## config.mk

```make
export PLATFORM = sky130hd
export DESIGN_NAME = ctrl_pipe
export DESIGN_NICKNAME = d
export VERILOG_FILES = /design/src/rtl/ctrl_pkg.sv /design/src/rtl/ctrl_pipe_stage.sv /design/src/rtl/ctrl_pipe.sv
export SDC_FILE = /design/constraint.sdc
export NUM_CORES = 1
export LEC_CHECK = 0
export ABC_AREA = 1
export ABC_CLOCK_PERIOD_IN_PS = 1200
export CORE_MARGIN = 3
export CORE_UTILIZATION = 40
export DETAILED_ROUTE_END_ITERATION = 8
export PLACE_DENSITY_LB_ADDON = 0.1
export SLEW_MARGIN = 0
export SYNTH_ARGS = -nofsm -noshare
export SYNTH_HDL_FRONTEND = slang
export SYNTH_SLANG_ARGS = --single-unit
```

## constraint.sdc

```tcl
create_clock -name iclk -period 1.2 [get_ports iclk]
set_input_delay 0.36 -clock iclk [delete_from_list [all_inputs] [get_ports iclk]]
set_output_delay 0.36 -clock iclk [all_outputs]
set_load 0.01 [all_outputs]
```

## src/rtl/ctrl_pkg.sv

```systemverilog
// Shared control-word encodings, default RegWrite/MemWrite bit positions and pipeline stage indices.
package ctrl_pkg;

  localparam int DEF_REGWR_BIT = 0;
  localparam int DEF_MEMWR_BIT = 4;
  localparam int MAX_STAGES    = 8;

  typedef enum logic [2:0] {
    ALU_ADD = 3'd0,
    ALU_SUB = 3'd1,
    ALU_AND = 3'd2,
    ALU_OR  = 3'd3,
    ALU_XOR = 3'd4,
    ALU_SLT = 3'd5,
    ALU_SLL = 3'd6,
    ALU_SRL = 3'd7
  } aluCtrlT;

  typedef enum logic [1:0] {
    RES_ALU = 2'd0,
    RES_MEM = 2'd1,
    RES_PC4 = 2'd2,
    RES_IMM = 2'd3
  } resultSrcT;

  typedef enum int unsigned {
    EX  = 0,
    MEM = 1,
    WB  = 2
  } stageIdxT;

  // Smallest counter width able to hold the value n without wrapping.
  function automatic int cntWidthFor(input int n);
    return $clog2(n + 1);
  endfunction

endpackage

```

## src/rtl/ctrl_pipe_stage.sv

```systemverilog
// One control-word pipeline register: flush, hold, bubble or load from the upstream slot.
module ctrl_pipe_stage #(
  parameter int CTRL_W    = 12,
  parameter int REGWR_BIT = 0,
  parameter int MEMWR_BIT = 4
) (
  input  logic              iclk,
  input  logic              irst_n,
  input  logic              iflush,
  input  logic              ihold,
  input  logic              iprevHold,
  input  logic [CTRL_W-1:0] iprevCtrl,
  input  logic              iprevVld,
  output logic [CTRL_W-1:0] octrl,
  output logic              ovld,
  output logic              onextVld,
  output logic              onextRegWr,
  output logic              onextMemWr
);

  logic [CTRL_W-1:0] ctrlNext;
  logic              vldNext;

  always_comb begin
    ctrlNext = octrl;
    vldNext  = ovld;
    if (iflush) begin
      ctrlNext = '0;
      vldNext  = 1'b0;
    end else if (!ihold) begin
      if (iprevHold) begin
        ctrlNext = '0;
        vldNext  = 1'b0;
      end else begin
        // An invalid slot always carries an all-zero word.
        ctrlNext = iprevVld ? iprevCtrl : '0;
        vldNext  = iprevVld;
      end
    end
  end

  always_ff @(posedge iclk or negedge irst_n) begin
    if (!irst_n) begin
      octrl <= '0;
      ovld  <= 1'b0;
    end else begin
      octrl <= ctrlNext;
      ovld  <= vldNext;
    end
  end

  assign onextVld   = vldNext;
  assign onextRegWr = vldNext & ctrlNext[REGWR_BIT];
  assign onextMemWr = vldNext & ctrlNext[MEMWR_BIT];

endmodule

```

## src/rtl/ctrl_pipe.sv

```systemverilog
// Parametrised control-word pipeline with stall propagation, flush and pending-write tracking.
// Optional performance counters are enabled by defining CTRL_PIPE_PERF_EN.
module ctrl_pipe
  import ctrl_pkg::*;
#(
  parameter int NSTAGES   = 3,
  parameter int CTRL_W    = 12,
  parameter int REGWR_BIT = DEF_REGWR_BIT,
  parameter int MEMWR_BIT = DEF_MEMWR_BIT,
  parameter int CNT_W     = 4
) (
  input  logic                      iclk,
  input  logic                      irst_n,
  input  logic [CTRL_W-1:0]         ictrl_d,
  input  logic                      ivld_d,
  input  logic [NSTAGES-1:0]        istall,
  input  logic [NSTAGES-1:0]        iflush,
  output logic [NSTAGES*CTRL_W-1:0] octrl,
  output logic [NSTAGES-1:0]        ovld,
  output logic [NSTAGES-1:0]        ohold,
  output logic                      odec_stall,
  output logic [CNT_W-1:0]          oregwr_pend,
  output logic [CNT_W-1:0]          ostore_pend,
  output logic                      oempty
`ifdef CTRL_PIPE_PERF_EN
  ,
  output logic [31:0]               obubble_cnt,
  output logic [31:0]               oflush_cnt
`endif
);

  if (NSTAGES < 1 || NSTAGES > MAX_STAGES) begin : gBadStages
    $error("ctrl_pipe: NSTAGES=%0d outside 1..%0d", NSTAGES, MAX_STAGES);
  end
  if (CNT_W < cntWidthFor(NSTAGES)) begin : gBadCntW
    $error("ctrl_pipe: CNT_W=%0d too narrow for NSTAGES=%0d", CNT_W, NSTAGES);
  end
  if (REGWR_BIT >= CTRL_W || MEMWR_BIT >= CTRL_W) begin : gBadBit
    $error("ctrl_pipe: control bit index outside CTRL_W=%0d", CTRL_W);
  end

  logic [NSTAGES-1:0] hold;
  logic [NSTAGES-1:0] nextVld;
  logic [NSTAGES-1:0] nextRegWr;
  logic [NSTAGES-1:0] nextMemWr;
  logic [CNT_W-1:0]   regCnt;
  logic [CNT_W-1:0]   storeCnt;

  // A stall anywhere downstream freezes every earlier stage; flush does not break the chain.
  always_comb begin
    hold = '0;
    hold[NSTAGES-1] = istall[NSTAGES-1];
    for (int i = NSTAGES - 2; i >= 0; i--) begin
      hold[i] = istall[i] | hold[i+1];
    end
  end

  assign ohold      = hold;
  assign odec_stall = hold[0];

  for (genvar i = 0; i < NSTAGES; i++) begin : gStage
    if (i == 0) begin : gFirst
      ctrl_pipe_stage #(
        .CTRL_W    (CTRL_W),
        .REGWR_BIT (REGWR_BIT),
        .MEMWR_BIT (MEMWR_BIT)
      ) uStage (
        .iclk       (iclk),
        .irst_n     (irst_n),
        .iflush     (iflush[i]),
        .ihold      (hold[i]),
        .iprevHold  (1'b0),
        .iprevCtrl  (ictrl_d),
        .iprevVld   (ivld_d),
        .octrl      (octrl[i*CTRL_W +: CTRL_W]),
        .ovld       (ovld[i]),
        .onextVld   (nextVld[i]),
        .onextRegWr (nextRegWr[i]),
        .onextMemWr (nextMemWr[i])
      );
    end else begin : gLater
      ctrl_pipe_stage #(
        .CTRL_W    (CTRL_W),
        .REGWR_BIT (REGWR_BIT),
        .MEMWR_BIT (MEMWR_BIT)
      ) uStage (
        .iclk       (iclk),
        .irst_n     (irst_n),
        .iflush     (iflush[i]),
        .ihold      (hold[i]),
        .iprevHold  (hold[i-1]),
        .iprevCtrl  (octrl[(i-1)*CTRL_W +: CTRL_W]),
        .iprevVld   (ovld[i-1]),
        .octrl      (octrl[i*CTRL_W +: CTRL_W]),
        .ovld       (ovld[i]),
        .onextVld   (nextVld[i]),
        .onextRegWr (nextRegWr[i]),
        .onextMemWr (nextMemWr[i])
      );
    end
  end

  // Counts are taken from next-state contents so they line up with octrl after the edge.
  always_comb begin
    regCnt   = '0;
    storeCnt = '0;
    for (int i = 0; i < NSTAGES; i++) begin
      if (nextRegWr[i] && regCnt != '1) regCnt = regCnt + 1'b1;
      if (nextMemWr[i] && storeCnt != '1) storeCnt = storeCnt + 1'b1;
    end
  end

  always_ff @(posedge iclk or negedge irst_n) begin
    if (!irst_n) begin
      oregwr_pend <= '0;
      ostore_pend <= '0;
      oempty      <= 1'b1;
    end else begin
      oregwr_pend <= regCnt;
      ostore_pend <= storeCnt;
      oempty      <= ~|nextVld;
    end
  end

`ifdef CTRL_PIPE_PERF_EN
  logic bubbleAny;
  logic flushHit;

  always_comb begin
    bubbleAny = 1'b0;
    for (int i = 1; i < NSTAGES; i++) begin
      bubbleAny = bubbleAny | (~iflush[i] & ~hold[i] & hold[i-1]);
    end
  end

  assign flushHit = |(iflush & ovld);

  always_ff @(posedge iclk or negedge irst_n) begin
    if (!irst_n) begin
      obubble_cnt <= '0;
      oflush_cnt  <= '0;
    end else begin
      if (bubbleAny) obubble_cnt <= obubble_cnt + 32'd1;
      if (flushHit)  oflush_cnt  <= oflush_cnt + 32'd1;
    end
  end
`endif

endmodule

```

==> Word-level counts from Yosys, hierarchy flattened <==
Index checks and enable logic that the tools add are counted.
{ "word_totals": {"register_bits": 48, "latchBits": 0, "out_inout_bits": 52, "ram_bits": 0, "mem_count": 0, "romBits": 0, "elab_cells": 62, "in_bits": 21} }
{ "op_classes": {"n_mul": 0, "order_cmp": 0, "bitwise_logic": 8, "addsub": 4, "muxes": 25, "eq_ne": 7, "n_shift": 0, "div": 0, "n_reduce_logical": 6} }
{ "op_table": {"columns": ["operator", "n"], "rows": [
  ["12-bit 2-to-1 mux", 11],
  ["1-bit 2-to-1 mux", 10],
  ["4-bit by 1-bit adder with 4-bit output, second input constant", 2],
  ["4-bit 2-to-1 mux", 2],
  ["1-bit by 4-bit != test with 1-bit output, second input constant", 2],
  ["4-bit != test, second input constant", 2],
  ["1-bit AND", 6],
  ["1-bit by 1-bit adder with 2-bit output, second input constant", 2],
  ["1-bit logical AND", 4],
  ["2-bit 2-to-1 mux", 2],
  ["2-bit != test, second input constant", 2],
  ["3-bit OR reduction", 1],
  ["2-bit by 1-bit != test with 1-bit output, second input constant", 1],
  ["1-bit OR", 2],
  ["1-bit zero test", 1]
]} }

==> Depth between registers and ports, before layout <==
{ "logic_depth": {"ltp_word": 12, "depth_mapped": 10, "mapped_depth_nobuf": 10} }

==> Cells and area by module <==
A second synthesis with hierarchy kept.
{ "unflattened": {"hier_cells": 243, "hier_area_um2": 2170.8} }
{ "by_module_without_submodules": {"columns": ["mod", "instances", "area_each_um2", "seq_area_each_um2", "cells_each"], "rows": [
  ["ctrl_pipe_stage", 3, 595.6, 325.3, 65],
  ["ctrl_pipe", 1, 384.1, 176.4, 48]
]} }

==> Worst setup path before layout <==
No wires, ideal clock.
{ "synth_path": {"path_type": "input port to flip-flop", "startpoint": "in istall[2]", "endpoint": "reg oregwr_pend[0]", "setup_slack_ns": -0.249, "setup_time_ns": 0.065, "path_buffers": 0, "arrival_time_ns": 1.384, "required_ns": 1.135, "path_stages": 9, "path_cell_list": "nor2_4 > nand2_4 > nand2_1 > nand3_2 > a21oi_1 > ha_1 > inv_1 > nand3_1 > nand2_1"} }
{ "synth_via": {"elab_chain_cells": 12, "elab_cells_between_ends": 30, "cone_classes": "add/sub: 2; eq/ne: 2; mux: 19; bitwise: 5; reduce/logical: 2"} }
{ "synth_rtl": {"columns": ["item", "line", "source"], "rows": [
  ["from (decl)", "ctrl_pipe.sv:16", "input logic [NSTAGES-1:0] istall,"],
  ["1-bit OR (*) (2 in a row)", "ctrl_pipe.sv:54", "hold[i] = istall[i] | hold[i+1];"],
  ["via odec_stall", "ctrl_pipe.sv:21", "output logic odec_stall,"],
  ["1-bit 2-to-1 mux or 12-bit 2-to-1 mux (tied branches)", "ctrl_pipe_stage.sv:30", "end else if (!ihold) begin"],
  ["1-bit 2-to-1 mux or 12-bit 2-to-1 mux (tied branches)", "ctrl_pipe_stage.sv:27", "if (iflush) begin"],
  ["1-bit AND", "ctrl_pipe_stage.sv:53", "assign onextRegWr = vldNext & ctrlNext[REGWR_BIT];"],
  ["1-bit 2-to-1 mux", "ctrl_pipe.sv:108", "if (nextRegWr[i] && regCnt != '1) regCnt = regCnt + 1'b1;"],
  ["1-bit by 4-bit != test with 1-bit output", "ctrl_pipe.sv:108", null],
  ["1-bit logical AND", "ctrl_pipe.sv:108", null],
  ["2-bit 2-to-1 mux (*)", "ctrl_pipe.sv:108", null],
  ["branches (longest 2 deep; another with 4-bit by 1-bit adder with 4-bit output)", null, null],
  ["4-bit 2-to-1 mux (*)", "ctrl_pipe.sv:108", null],
  ["via regCnt[0]", "ctrl_pipe.sv:46", "logic [CNT_W-1:0] regCnt;"],
  ["to (signal assigned)", "ctrl_pipe.sv:119", "oregwr_pend <= regCnt;"],
  ["to (decl)", "ctrl_pipe.sv:22", "output logic [CNT_W-1:0] oregwr_pend,"]
]} }
Mark *: on every way through the listed nets, which the timed path passes. The select of a mux whose other input is x is not followed.
A chain may end at the register's enable or synchronous reset.

==> Final worst setup path <==
{ "layout_path": {"startpoint": "reg gStage[0].gFirst.uStage.ovld", "endpoint": "reg ostore_pend[0]"} }
{ "layout_via": {"elab_chain_cells": 10, "elab_cells_between_ends": 20, "cone_classes": "add/sub: 2; eq/ne: 2; mux: 12; bitwise: 2; reduce/logical: 2"} }
{ "layout_rtl": {"columns": ["item", "line", "source"], "rows": [
  ["from (decl)", "ctrl_pipe_stage.sv:15", "output logic ovld,"],
  ["from (signal assigned)", "ctrl_pipe_stage.sv:48", "ovld <= vldNext;"],
  ["1-bit 2-to-1 mux or 12-bit 2-to-1 mux (tied branches)", "ctrl_pipe_stage.sv:30, ctrl_pipe_stage.sv:36", null],
  ["1-bit 2-to-1 mux or 12-bit 2-to-1 mux (tied branches)", "ctrl_pipe_stage.sv:27, ctrl_pipe_stage.sv:31", null],
  ["1-bit AND or 12-bit 2-to-1 mux (tied branches)", "ctrl_pipe_stage.sv:54, ctrl_pipe_stage.sv:30", null],
  ["1-bit 2-to-1 mux or 12-bit 2-to-1 mux (tied branches)", "ctrl_pipe.sv:109, ctrl_pipe_stage.sv:27", null],
  ["1-bit by 4-bit != test with 1-bit output or 1-bit AND (tied branches)", "ctrl_pipe.sv:109, ctrl_pipe_stage.sv:54", null],
  ["1-bit logical AND", "ctrl_pipe.sv:109", "if (nextMemWr[i] && storeCnt != '1) storeCnt = storeCnt + 1'b1;"],
  ["2-bit 2-to-1 mux (*)", "ctrl_pipe.sv:109", null],
  ["branches (longest 2 deep; another with 4-bit by 1-bit adder with 4-bit output)", null, null],
  ["4-bit 2-to-1 mux (*)", "ctrl_pipe.sv:109", null],
  ["via storeCnt[0]", "ctrl_pipe.sv:47", "logic [CNT_W-1:0] storeCnt;"],
  ["to (signal assigned)", "ctrl_pipe.sv:120", "ostore_pend <= storeCnt;"],
  ["to (decl)", "ctrl_pipe.sv:23", "output logic [CNT_W-1:0] ostore_pend,"]
]} }
Marks and branches as above.

==> qor.yml <==
clock_network:
  clockBufferDepth: 2
  clock_latency_ps: 290
  cts.htree.levels: 2
  cts-root-buf: "clkbuf_8"
  clock_sinks: 46
  cts_tree: "built"
  cts_buffers: 5
  clk_pin_slew_ps: 80
finish:
  drive_gt1_share_pct: 47.6
  syn2layout_area_growth_pct: 57.7
  final_cell_mix: "50 x buf_4, 45 x dfrtp_1, 42 x buf_2, 40 x nand2_1, 31 x inv_1"
  diodes: 0
  final_util_pct: 67.2
  finalInstanceArea_um2: 3280
  final_common_cell: "buf_4"
  nNetsFinal: 373
die:
  fp-row-count: 25
  io_pins: 73
  die_area_um2: 6100
  die_h_um: 78.1
  core_region_area_um2: 4880
  die_w_um: 78.1
  start_util_pct: 42.6
setup_path:
  path_cells: "buf_6, inv_4, o21ai_2, nand3_4, nor2_2, ha_1, inv_1, nand3_1, nand2_1"
  cp.depth: 9
  start_kind: "flop"
  cp_slowest_cell: "dfrtp_1"
  cp.required_ps: 1430
  worstPathArrival_ps: 1710
  criticalPathCategory: "reg -> reg"
  worst-path-buf-inv: 3
  r2r_slack_ps: -280
  cpPeakStageDelay_ps: 370
  cp_top_family: "simple AND/OR/NAND/NOR gates"
  end_kind: "flop"
  worstReg2RegStart: "gStage[0].gFirst.uStage.ovld"
  r2r_end: "ostore_pend[0]"
  reg2reg_depth: 9
  crit_fanout: 4
global_route:
  grt_use_total_pct: 20.2
  antenna_found_initial: 0
  grt_max_degree: 47
  grt_pass1_wl_um: 9760
  grt_pass1_vias: 2022
  grt_overflow: 0
routing:
  first_pass_iters: 4
  viasPerCell: 4.77
  ant_nets: 0
  first_iter_violations: 79
  wl_per_cell_um: 14.3
  drc: 0
  vias: 1983
  drt-total-wl_um: 5950
worst_hold_path:
  hp-class: "in -> async"
placement:
  port_buffers: 70
  place_area_um2: 3030
  hpwl_um: 3860
  gp_congestion: 0.863
sta:
  hold_violations: 0
  finalSetupViolations: 14
  setup_tns_ps: -2040
  slew_violations: 0
  skew_ps: 5.44
  rsz0062_at_grt: "true"
  timing.final.crit_period_ps: 1480
  finalCritPeriodShare_pct: 123
  timing.final.ws_setup_ps: -280
  clock.fmax_mhz: 676
power_and_ir_drop:
  clkPwrFrac_pct: 36.1
  irDropWorstVdd_uv: 500
  power_frac_comb_pct: 13.1
  p_switching_mw: 0.732
  p_leak_nw: 1.77
  p_int_mw: 2.38
  p_per_area_nw_per_um2: 949
  p_sw_share_pct: 23.5
  p_seq_share_pct: 50.7
  total_power_mw: 3.11
logic_synthesis:
  netlist.area_leader.share_pct: 54.2
  synth_top_area_cell: "dfrtp_1"
  syn-mean-instance-area_um2: 9.40
  synth_cell_type_count: 25
  syn-cell-area_um2: 2080
  syn_inst: 221
  yosys_warnings: 0
  seq_area_frac_synth_pct: 55.4
  synth.area.top_cells: "dfrtp_1 54%, nand2_1 7.6%, inv_1 6.7%"
  synth_seq_cells: 46
flow_run:
  cap_violations: 0
outcome:
  violations: "setup timing"
  status: "finished, violations left"
## power by group through the flow
| stage | clock network [mW] | logic, mW | registers, mW |
|---|---|---|---|
| floorplan | 0 | 0.109 | 1.61 |
| detailed placement | 0 | 0.338 | 1.61 |
| finish | 1.12 | 0.409 | 1.58 |
| global route | 1.24 | 0.439 | 1.58 |
| global placement | 0 | 0.338 | 1.61 |
| CTS | 1.15 | 0.386 | 1.58 |
## worst reg2reg max path, stage by stage (launching register included)
cell     delay (ps)
dfrtp_1         370
buf_6           120
inv_4            40
o21ai_2         170
nand3_4         130
nor2_2          110
ha_1            260
inv_1            60
nand3_1          70
nand2_1          90
## kinds of logic (layout without fill, tap and decap cells)
group | count (synthesis) | in the layout | synth area share (%)
flops | 46 | 46 | 55.4
buf+inv | 53 | 179 | 11.9
fa+ha+maj | 4 | 4 | 2.41
other cells | 1 | 2 | 0.180
simple gates | 82 | 83 | 18.8
compound gates | 35 | 35 | 11.2
## synth_stat cells
cell type / n
a21oi_1: 2
dfstp_2: 1
nand3_1: 24
buf_4: 8
o21ai_0: 10
clkinv_2: 1
o21ai_2: 12
buf_2: 2
o22ai_1: 10
inv_1: 37
buf_6: 2
nand4_2: 1
nor2_1: 6
nand2_4: 2
nand2_1: 42
o21ai_1: 1
nand2_2: 3
clkinv_1: 1
dfrtp_1: 45
nand3_2: 2
inv_2: 2
conb_1: 1
nor2_2: 1
ha_1: 4
nor2_4: 1
## layer usage
| metal | routed length, um | GRT usage [%] | vias up |
|---|---|---|---|
| met5 | 0 | 0 | - |
| met4 | 130 | 5.24 | 0 |
| met3 | 344 | 4.13 | 19 |
| met2 | 3050 | 36.8 | 78 |
| met1 | 2420 | 24.3 | 940 |
| li1 | - | - | 946 |
## sequential cells by signal (all words and copies together) (netlist names)
| signal | cells |
|---|---|
| ostore_pend | 3 |
| oempty | 1 |
| gStage.gFirst.uStage.octrl | 12 |
| gStage.gLater.uStage.octrl | 24 |
| gStage.gFirst.uStage.ovld | 1 |
| gStage.gLater.uStage.ovld | 2 |
| oregwr_pend | 3 |
## worst max path at each step
stage                     endpoint                          from  slack [ps]
floorplan           oregwr_pend[0]                     istall[1]        -240
global placement          ohold[0]                     istall[2]        -840
detailed placement        ohold[0]                     istall[2]        -850
CTS                 ostore_pend[0]  gStage[0].gFirst.uStage.ovld        -230
global route        ostore_pend[0]  gStage[0].gFirst.uStage.ovld        -380
finish              ostore_pend[0]  gStage[0].gFirst.uStage.ovld        -280
## timing repair
action / CTS / global route
gates cloned: 1 / 0
setup buffers: 15 / 13
gates resized for setup: 245 / 15
pin swaps: 19 / 5
endpoints found under the setup margin: 93 / 62
hold buffers: 0 / 0
## through the flow
stage	hold slack [ps]	worst slack, ps	cells
after global placement	360	-841	379
after global routing	33.8	-381	416
after floorplan	64.4	-245	222
final	32.0	-280	416
after CTS	46.3	-234	403
after detailed placement	360	-849	379
## cell type report
class | count | area, um2
inverter | 41 | 159
tap | 67 | 83.8
fill | 395 | 1600
timing repair buffer | 130 | 1000
clock buffer | 5 | 68.8
multi-input combinational | 124 | 773
clock inverter | 3 | 40.0
sequential | 46 | 1150
Note: power is estimated with default switching activity, not from simulation.
